## src/rtl/switch_debounce_counter_pkg.sv

```systemverilog
// Shared board constants for the switch/counter path.
// Contents: default debounce length at 25 MHz, switch count and switch index assignments.
package switch_debounce_counter_pkg;

    // 10 ms at 25 MHz
    localparam int unsigned DEBOUNCE_CYCLES_25MHZ = 250000;

    localparam int unsigned NUM_SW = 4;

    // Bit positions of each switch function within the press/stable vectors
    localparam int unsigned SW_INC   = 0;
    localparam int unsigned SW_DEC   = 1;
    localparam int unsigned SW_ADD16 = 2;
    localparam int unsigned SW_CLR   = 3;

    typedef logic [NUM_SW-1:0] sw_vec_t;

endpackage

```

## src/rtl/switch_debounce_counter_debounce.sv

```systemverilog
// Single-switch conditioner: 2-flop synchronizer followed by a stability counter.
// Ports:
//   i_clk     system clock, rising edge
//   i_rst     synchronous active-high reset
//   i_raw     raw asynchronous switch level
//   o_stable  debounced level
//   o_rise    one-cycle pulse when o_stable goes 0->1
module switch_debounce #(
    parameter int unsigned DEBOUNCE_CYCLES = 250000
) (
    input  logic i_clk,
    input  logic i_rst,
    input  logic i_raw,
    output logic o_stable,
    output logic o_rise
);

    localparam int unsigned CNT_BITS = (DEBOUNCE_CYCLES > 1) ? $clog2(DEBOUNCE_CYCLES) : 1;
    localparam logic [CNT_BITS-1:0] CNT_MAX = CNT_BITS'(DEBOUNCE_CYCLES - 1);

    logic                s1;
    logic                s2;
    logic [CNT_BITS-1:0] cnt;

    // Synchronize, then accept s2 only after it differs from o_stable for DEBOUNCE_CYCLES edges
    always_ff @(posedge i_clk) begin
        if (i_rst) begin
            s1       <= 1'b0;
            s2       <= 1'b0;
            cnt      <= '0;
            o_stable <= 1'b0;
            o_rise   <= 1'b0;
        end else begin
            s1     <= i_raw;
            s2     <= s1;
            o_rise <= 1'b0;
            if (s2 == o_stable) begin
                cnt <= '0;
            end else if (cnt == CNT_MAX) begin
                o_stable <= s2;
                cnt      <= '0;
                // Only a settled 0->1 level change counts as a press
                o_rise   <= s2;
            end else begin
                cnt <= cnt + CNT_BITS'(1);
            end
        end
    end

endmodule

```

## src/rtl/switch_debounce_counter.sv

```systemverilog
// Debounces the four board switches and turns presses into a byte for bin_to_7seg.
// Switch 1 = +1, switch 2 = -1, switch 3 = +0x10, switch 4 = clear (wins over the others).
// Ports:
//   i_clk               system clock, rising edge
//   i_rst               synchronous active-high reset
//   i_switch_1..4       raw asynchronous switch inputs
//   o_byte   [CNT_W]    counter value, wraps modulo 2^CNT_W
//   o_stable [4]        debounced switch levels, bit0 = switch_1
//   o_press  [4]        one-cycle pulse per debounced press
module switch_debounce_counter
    import switch_debounce_counter_pkg::*;
#(
    parameter int unsigned DEBOUNCE_CYCLES = DEBOUNCE_CYCLES_25MHZ,
    parameter int unsigned CNT_W           = 8
) (
    input  logic             i_clk,
    input  logic             i_rst,
    input  logic             i_switch_1,
    input  logic             i_switch_2,
    input  logic             i_switch_3,
    input  logic             i_switch_4,
    output logic [CNT_W-1:0] o_byte,
    output logic [3:0]       o_stable,
    output logic [3:0]       o_press
);

    sw_vec_t          raw;
    logic [CNT_W-1:0] delta_c;

    assign raw = {i_switch_4, i_switch_3, i_switch_2, i_switch_1};

    // One conditioner per switch
    for (genvar g = 0; g < int'(NUM_SW); g++) begin : g_sw
        switch_debounce #(
            .DEBOUNCE_CYCLES(DEBOUNCE_CYCLES)
        ) u_deb (
            .i_clk   (i_clk),
            .i_rst   (i_rst),
            .i_raw   (raw[g]),
            .o_stable(o_stable[g]),
            .o_rise  (o_press[g])
        );
    end

    // Net change from the arithmetic presses; inc and dec together cancel
    always_comb begin
        delta_c = '0;
        if (o_press[SW_INC])   delta_c = delta_c + CNT_W'(1);
        if (o_press[SW_DEC])   delta_c = delta_c - CNT_W'(1);
        if (o_press[SW_ADD16]) delta_c = delta_c + CNT_W'(16);
    end

    // Counter register; clear overrides any simultaneous press
    always_ff @(posedge i_clk) begin
        if (i_rst) begin
            o_byte <= '0;
        end else if (o_press[SW_CLR]) begin
            o_byte <= '0;
        end else begin
            o_byte <= o_byte + delta_c;
        end
    end

endmodule

```

## config.mk

```make
export PLATFORM = sky130hd
export DESIGN_NAME = switch_debounce_counter
export DESIGN_NICKNAME = d
export VERILOG_FILES = /design/src/rtl/switch_debounce_counter_pkg.sv /design/src/rtl/switch_debounce_counter_debounce.sv /design/src/rtl/switch_debounce_counter.sv
export SDC_FILE = /design/constraint.sdc
export NUM_CORES = 1
export LEC_CHECK = 0
export BUFFER_PORTS_ARGS = -buffer_cell sky130_fd_sc_hd__buf_4
export CAP_MARGIN = 25
export CORE_UTILIZATION = 35
export DETAILED_ROUTE_END_ITERATION = 8
export PLACE_DENSITY = 0.51
export SYNTH_ARGS = -nofsm -noshare
export SYNTH_HDL_FRONTEND = slang
export SYNTH_HIERARCHICAL = 1
export SYNTH_SLANG_ARGS = --single-unit
```

## constraint.sdc

```tcl
create_clock -name i_clk -period 2.5 [get_ports i_clk]
set_clock_uncertainty 0.05 [all_clocks]
set_input_delay 0.25 -clock i_clk [delete_from_list [all_inputs] [get_ports i_clk]]
set_output_delay 0.25 -clock i_clk [all_outputs]
set_load 0.02 [all_outputs]
```

==> results.txt, run 1 <==
The run finished with clean final reports. The die covers 13300 um^2. The initial antenna violation count is 0, and the leakage power is 1.65 nW. The number of nets handed over by synthesis was 510. The final layout contains routed wiring with a total length of 8760 um. Compared with the post-synthesis result, the final layout area differs by 14.7%. The worst hold path belongs to the class primary input to register.

The die span in y is 115 um, and the final worst-path setup slack is 260 ps. The library cells used most frequently in the layout, excluding fill and tap cells, are 96 x sky130_fd_sc_hd__dfxtp_1, 82 x sky130_fd_sc_hd__nor2_1, 63 x sky130_fd_sc_hd__xnor2_1. Max-cap violations in this run came to 0.

Dividing the detail-routed wire length by the instance count gives 12.6 um. After global routing the overflow that remains totals 0. Combinational logic burns 1.6% of the power. Across the VDD grid, the largest voltage drop is 0.236 mV. The number of fillers in the final layout is 1274, and the final critical-path share of the clock period is 89.6%.

Registers are responsible for 51.1% of the overall power. The setup slack after placement was 180 ps. Global routing used 14.3% of the available tracks across all layers.

In the synthesized netlist the async set-or-reset flop fraction comes to 0%. The number of hold buffers added after CTS was 0. After floorplanning, the core was divided into 41 placement rows. The via count of the first global-routing pass came out at 3204. The portion of the post-synthesis area used by sequential elements came out at 42.8%.

Data on the critical path is required at its endpoint by 2680 ps. The per-cell via count in the routed design came out at 4.96. For the count of TritonRoute iterations in the first routing pass, the log shows 4. Type of origin of the critical path: a register.

The logs give 0 for the final number of max-transition violations and 0 for the count of endpoints failing setup in the final report. The worst setup path is of the register to register kind. The final layout net count was 536. In this run the post-CTS setup repair buffer count came out at 0. After layout, the minimum clock period comes to 2240 ps.

In the final layout, the share of cells above drive strength 1 is 12.0%. Switching power of the nets: 0.602 mW. Most used flip-flop cell after synthesis: sky130_fd_sc_hd__dfxtp_1. The cell area that synthesis handed to floorplanning was 4490 um^2.

Internal power: 2.43 mW. The switching power as a share of total power was 19.9%; the final weighted congestion in routability-driven placement was 0.783. The routed layout has 3454 vias. The root cell of the clock tree was sky130_fd_sc_hd__clkbuf_16.

After legalization and detailed placement, the total HPWL measured 6260 um. TritonCTS built the clock tree. The count of buffers added on input and output ports is 21. Once detail routing completed, the nets flagged for antenna violations numbered 0.

The logs give 494 for the count of mapped cells out of synthesis and 6 for the synthesis warning total. Number of register bits inferred by synthesis: 96. Of all nets on the critical path, the largest fanout is 3. The maximum clock insertion buffer count was 2; the die outline width was 115 um.

For the sink count of the clock tree, the log shows 96. The tools report the kind of capture point of the worst setup path as a register. 22 I/O pins were placed.

Global-route wire length before repair: 15000 um. Clock latency on the worst-skew pair, taken at its later pin, is 340 ps. After clock tree synthesis, the clock-pin slew on the worst setup and hold paths is 60 ps.

Summed over all failing endpoints, the final setup total negative slack is 0 ps. The clock network burns 47.3% of the power. The count of inserted antenna diode cells is 0. After synthesis, the netlist uses 46 different library cells.

TritonCTS created 9 clock buffers. The maximum clock frequency was 447 MHz. The number of violations reported at the end of detailed-routing iteration 0 is 141.

The logs give 3 for the H-tree depth reported by CTS and 35.7% for the effective utilization at floorplan. Data arrives at the worst endpoint at 2420 ps. Entering global routing, the biggest net connects 23 pins. For the pin with the worst max-slew slack, the measured transition is 471 ps.

The worst pin sits at a relative slew slack of 68.2%. The library cell used most frequently in the layout, excluding fill and tap cells, is sky130_fd_sc_hd__dfxtp_1. Setup repair after global routing left no endpoint under its margin.

In the routed design, unresolved DRC markers number 0. The run gives 12600 um^2 as the placeable core region. Averaged over all synthesized cells, the footprint is 9.09 um^2. The number of failing hold endpoints at the final stage was 0; the cell depth of the worst flop-to-flop path was 10.

The power per standard cell area was 588 nW/um^2; the number of cells on the worst hold path was 2. Counting flops with a built-in enable in the synthesized netlist gives 0.
## cells by family after synthesis
group           synth area share [%]
compound gates                  5.71
xor+xnor                        14.0
fa+ha+maj                       2.79
buf+inv                         2.84
flops                           42.8
mux                            0.251
simple gates                    31.5
## routing by layer
layer / routed length (um) / up-vias / track usage [%]
met5: 0 / - / 0
met4: 195 / 0 / 7.79
met3: 233 / 13 / 2.95
met2: 3840 / 45 / 22.5
met1: 4490 / 1604 / 18.3
li1: - / 1792 / -
## flip-flops by register name, summed over array words and instances, names as in the netlist
name,flops
g_sw.u_deb/cnt,72
g_sw.u_deb/o_rise,4
g_sw.u_deb/o_stable,4
g_sw.u_deb/s1,4
g_sw.u_deb/s2,4
o_byte,8
## final timing paths
check                            start                to  slack [ps]
setup / recovery  g_sw[0].u_deb/o_rise         o_byte[6]         260
hold / removal              i_switch_4  g_sw[3].u_deb/s1          70
setup reg to reg  g_sw[0].u_deb/o_rise         o_byte[6]         260
hold reg to reg       g_sw[2].u_deb/s1  g_sw[2].u_deb/s2         380
## cell type report
class,instances,area [um^2],share of cell area [%]
sequential,96,1920,37.3
clock buffer,9,225,4.37
timing repair buffer,25,188,3.64
tap,172,215,4.18
clock inverter,6,85.1,1.65
multi-input combinational,370,2450,47.5
inverter,18,67.6,1.31
## power by group through the flow
stage	registers [mW]	logic [mW]	clock network, mW
5_1_grt	1.55	0.0539	1.57
6_report	1.55	0.0476	1.43
3_3_place_gp	1.58	0.0479	0
3_5_place_dp	1.58	0.0485	0
2_1_floorplan	1.58	0.0267	0
4_1_cts	1.55	0.0486	1.49
## cells in the mapped netlist, types with 4 or more instances
| cell type | n | area [um^2] |
|---|---|---|
| sky130_fd_sc_hd__and2_1 | 7 | 43.8 |
| sky130_fd_sc_hd__or3_1 | 9 | 56.3 |
| sky130_fd_sc_hd__o21ai_0 | 7 | 35.0 |
| sky130_fd_sc_hd__nor3_1 | 18 | 90.1 |
| sky130_fd_sc_hd__dfxtp_1 | 96 | 1920 |
| sky130_fd_sc_hd__and3_1 | 4 | 25.0 |
| sky130_fd_sc_hd__a21oi_1 | 12 | 60.1 |
| sky130_fd_sc_hd__nand4_4 | 4 | 85.1 |
| sky130_fd_sc_hd__xor2_1 | 9 | 78.8 |
| sky130_fd_sc_hd__o31ai_1 | 4 | 30.0 |
| sky130_fd_sc_hd__nand2_1 | 11 | 41.3 |
| sky130_fd_sc_hd__nor4b_1 | 9 | 78.8 |
| sky130_fd_sc_hd__or4_1 | 4 | 30.0 |
| sky130_fd_sc_hd__inv_1 | 18 | 67.6 |
| sky130_fd_sc_hd__nand3_1 | 20 | 100 |
| sky130_fd_sc_hd__nor3b_1 | 6 | 45.0 |
| sky130_fd_sc_hd__nand4_2 | 4 | 50.1 |
| sky130_fd_sc_hd__nand4_1 | 20 | 125 |
| sky130_fd_sc_hd__ha_1 | 10 | 125 |
| sky130_fd_sc_hd__buf_4 | 4 | 30.0 |
| sky130_fd_sc_hd__nand2_2 | 4 | 25.0 |
| sky130_fd_sc_hd__nor2_1 | 82 | 308 |
| sky130_fd_sc_hd__nor2b_1 | 12 | 75.1 |
| sky130_fd_sc_hd__xnor2_1 | 63 | 552 |
| sky130_fd_sc_hd__nor4_1 | 28 | 175 |
| sky130_fd_sc_hd__o21ai_2 | 4 | 35.0 |
| sky130_fd_sc_hd__clkbuf_1 | 4 | 15.0 |
## worst max-delay path: stages (launching register included)
cell	delay (ps)
sky130_fd_sc_hd__dfxtp_1	330
sky130_fd_sc_hd__inv_1	70
sky130_fd_sc_hd__ha_1	270
sky130_fd_sc_hd__inv_1	40
sky130_fd_sc_hd__ha_1	200
sky130_fd_sc_hd__ha_1	220
sky130_fd_sc_hd__o21a_1	190
sky130_fd_sc_hd__o221ai_1	230
sky130_fd_sc_hd__nor4b_2	280
sky130_fd_sc_hd__o21ai_0	120
sky130_fd_sc_hd__nor3b_1	140
## what timing repair did
action | in CTS | in global routing
endpoints found under the hold margin | 0 | 0
resized for setup | 0 | 2
setup endpoints to repair | 0 | 1
## through the flow
stage / total power [mW] / util, % / instances / cell area [um^2] / hold slack [ps]
6_report: 3.03 / 41.0 / 696 / 5150 / 71.9
5_1_grt: 3.17 / 41.0 / 696 / 5150 / 64.6
3_3_place_gp: 1.63 / 38.4 / 681 / 4830 / 370
3_5_place_dp: 1.63 / 38.4 / 681 / 4830 / 370
4_1_cts: 3.09 / 40.9 / 696 / 5140 / 58.2
2_1_floorplan: 1.61 / - / 494 / 4490 / 269
Note: power is estimated with default switching activity, not from simulation.
==> run 2, diff against run 1 <==
--- a/config.mk
+++ b/config.mk
@@ -8,6 +8,7 @@
 export BUFFER_PORTS_ARGS = -buffer_cell sky130_fd_sc_hd__buf_4
 export CAP_MARGIN = 25
 export CORE_UTILIZATION = 35
+export CTS_BUF_LIST = sky130_fd_sc_hd__clkbuf_8
 export DETAILED_ROUTE_END_ITERATION = 8
 export PLACE_DENSITY = 0.51
 export SYNTH_ARGS = -nofsm -noshare
==> results.txt, run 2 (same netlist as run 1, synthesis figures left out) <==
In this run the standard cell core region covers 12600 um^2. Setup repair after global routing left no endpoint under its margin. The number of clock buffers added by TritonCTS is 9.

Data arrives at the worst endpoint at 2450 ps. The count of endpoints failing setup in the final report is 0. The leakage power came out at 1.60 nW. In this design, the largest share of critical-path delay is due to adder cells. The synthesis-to-finish area growth was 12.5%. The tools report the endpoint of the most critical setup path as o_byte[6]. The worst endpoint required time is 2710 ps, and the post-CTS setup buffer count is 0. The run gives 0 as the number of failing hold endpoints at the final stage.

Once the clock tree was built, the resizer swapped 0 gates to a different size. Cell with the biggest individual delay on the critical path: sky130_fd_sc_hd__dfxtp_1. Die outline width: 115 um. The detail route stage leaves a number of antenna-violating nets equal to 0. From bottom edge to top edge, the die measures 115 um.

For the pin with the worst max-slew slack, the measured transition is 478 ps. Number of top-level pins: 22. After clock tree synthesis, the flow added hold-fix buffers numbering 0. The first detailed-routing pass took 4 iterations.

The worst register-to-register path has a depth of 10. The flow ran to the end, and the final reports show no timing, DRC or antenna violations. Among the stages of the critical path, the cell type that occurs most often is sky130_fd_sc_hd__ha_1. Dividing the detail-routed wire length by the instance count gives 12.6 um. Of all nets on the critical path, the largest fanout is 3. The number of vias in the routed layout was 3442; the H-tree depth reported by CTS was 3.

The per-cell via count in the routed design was 4.95. The critical path in this run is classified as register to register. For this design, the sink count on the clock tree is 96. For this run, design rule violations remaining after detail routing come to 0. In this run the worst hold path is classified as primary input to register. For the total routed wirelength, the log shows 8800 um. On the worst path, the slowest cell contributes a delay of 340 ps. The global-route wire length before repair came out at 15000 um. The number of I/O port buffers came out at 21.

Count of inserted antenna diode cells: 0. The via count of the first global-routing pass was 3195; the effective utilization at floorplan was 35.7%. The final number of max-transition violations came out at 0.

Walking the worst path, the cells encountered are inv_1 -> ha_1 -> inv_1 -> ha_1 -> ha_1 -> o21a_1 -> o221ai_1 -> nor4b_2 -> o21ai_0 -> nor3b_1. The number of buffers and inverters on the critical path was 2; the final layout net count was 536. The clock-pin slew of the registers on the worst-case setup and hold paths works out to 90 ps. In the final timing run, aggregate negative setup slack is 0 ps. Of the cells placed in the final design, the portion with a size suffix greater than 1 is 12.0%.

Startpoint of the worst setup timing path: g_sw[0].u_deb/o_rise. TritonCTS built the clock tree. The startpoint identified for the worst register-to-register timing path is g_sw[0].u_deb/o_rise. The site row count was 41; the setup slack on the worst flop-to-flop path was 260 ps.

The initial antenna violation count was 0. The power per standard cell area is 531 nW/um^2. The library cells used most frequently in the layout, excluding fill and tap cells, are 96 x sky130_fd_sc_hd__dfxtp_1, 82 x sky130_fd_sc_hd__nor2_1, 63 x sky130_fd_sc_hd__xnor2_1. The tools report the type of origin of the critical path as a register. The logs give 370 ps for the source-to-sink clock delay at the later pin of the worst-skew pair and 67.7% for the max-slew headroom at the worst pin. The clock passes through at most 2 buffers. Across all hold checks on the routed design, the worst slack comes to 44.0 ps.

The die area is 13300 um^2. Final critical delay including setup and external delays: 2240 ps. STA classifies the critical path endpoint as a register.

The sum of overflow across all layers after global routing came out at 0. The largest registers in the layout are g_sw.u_deb/cnt x72, o_byte x8. The tools report the worst voltage drop across the vdd grid as 0.194 mV. Top register by number of flip-flops: g_sw.u_deb/cnt. The total number of cells along the worst setup path works out to 10. Root cell of the clock tree: sky130_fd_sc_hd__clkbuf_8. The endpoint of the worst-slack reg-to-reg timing path was o_byte[6].

The logs give 0.783 for the final weighted congestion in routability-driven placement and 14.3% for the overall global routing resource usage. Summing all multi-input logic gate instances after layout gives 2450 um^2. The first routing iteration left 163 violations. The detailed placement HPWL came out at 6260 um. Registers take 1920 um^2. Counting the fill cells in the layout gives 1274.

The register with the most flip-flops in the layout has 72 of them. The most common cell after layout, fill and taps aside is sky130_fd_sc_hd__dfxtp_1. Max-cap violations in this run came to 0. Entering global routing, the biggest net connects 23 pins. The final critical-path share of the clock period was 89.7%. The maximum clock frequency came out at 446 MHz.
-- run 2: area by class of cell --
type / instances / share of cell area (%)
Clock buffer: 9 / 2.45
Clock inverter: 6 / 1.68
Inverter: 18 / 1.34
Multi-Input combinational cell: 370 / 48.5
Sequential cell: 96 / 38.1
Tap cell: 172 / 4.26
Timing Repair Buffer: 25 / 3.72
-- run 2: metrics by stage --
| step | power (mW) | util (%) | cell area (um^2) | setup slack, ps | instances |
|---|---|---|---|---|---|
| after floorplan | 1.61 | - | 4490 | 199 | 494 |
| after global placement | 1.63 | 38.4 | 4830 | 259 | 681 |
| after detailed placement | 1.63 | 38.4 | 4830 | 180 | 681 |
| after CTS | 2.73 | 40.1 | 5040 | 151 | 696 |
| after global routing | 2.82 | 40.2 | 5050 | 19.6 | 696 |
| final | 2.68 | 40.2 | 5050 | 257 | 696 |
-- run 2: worst reg2reg max path, stage by stage, from the launching register on --
cell	delay (ps)
sky130_fd_sc_hd__dfxtp_1	340
sky130_fd_sc_hd__inv_1	70
sky130_fd_sc_hd__ha_1	270
sky130_fd_sc_hd__inv_1	40
sky130_fd_sc_hd__ha_1	200
sky130_fd_sc_hd__ha_1	220
sky130_fd_sc_hd__o21a_1	190
sky130_fd_sc_hd__o221ai_1	230
sky130_fd_sc_hd__nor4b_2	280
sky130_fd_sc_hd__o21ai_0	120
sky130_fd_sc_hd__nor3b_1	140
-- run 2: report_power, final --
part / switching, mW / total (mW) / internal (mW) / leakage, nW
registers: 0.00832 / 1.55 / 1.54 / 0.775
logic: 0.0270 / 0.0475 / 0.0205 / 0.724
clock network: 0.536 / 1.09 / 0.554 / 0.101
-- run 2: layer usage --
layer / global-route usage (%) / routed length (um) / up-vias
met3: 3.58 / 271 / 10
met2: 22.5 / 3860 / 47
li1: - / - / 1787
met1: 18.4 / 4530 / 1598
met5: 0 / 0 / -
met4: 6.49 / 145 / 0
-- run 2: how the worst min path moves through the flow --
stage / start / end / slack (ps) / cells after the start
5_1_grt: i_switch_2 / g_sw[1].u_deb/s1 / 20 / 2
2_1_floorplan: i_rst / g_sw[0].u_deb/o_stable / 270 / 1
4_1_cts: i_switch_4 / g_sw[3].u_deb/s1 / 20 / 2
3_3_place_gp: g_sw[2].u_deb/s1 / g_sw[2].u_deb/s2 / 370 / 1
3_5_place_dp: g_sw[2].u_deb/s1 / g_sw[2].u_deb/s2 / 370 / 1
6_report: i_switch_4 / g_sw[3].u_deb/s1 / 40 / 2
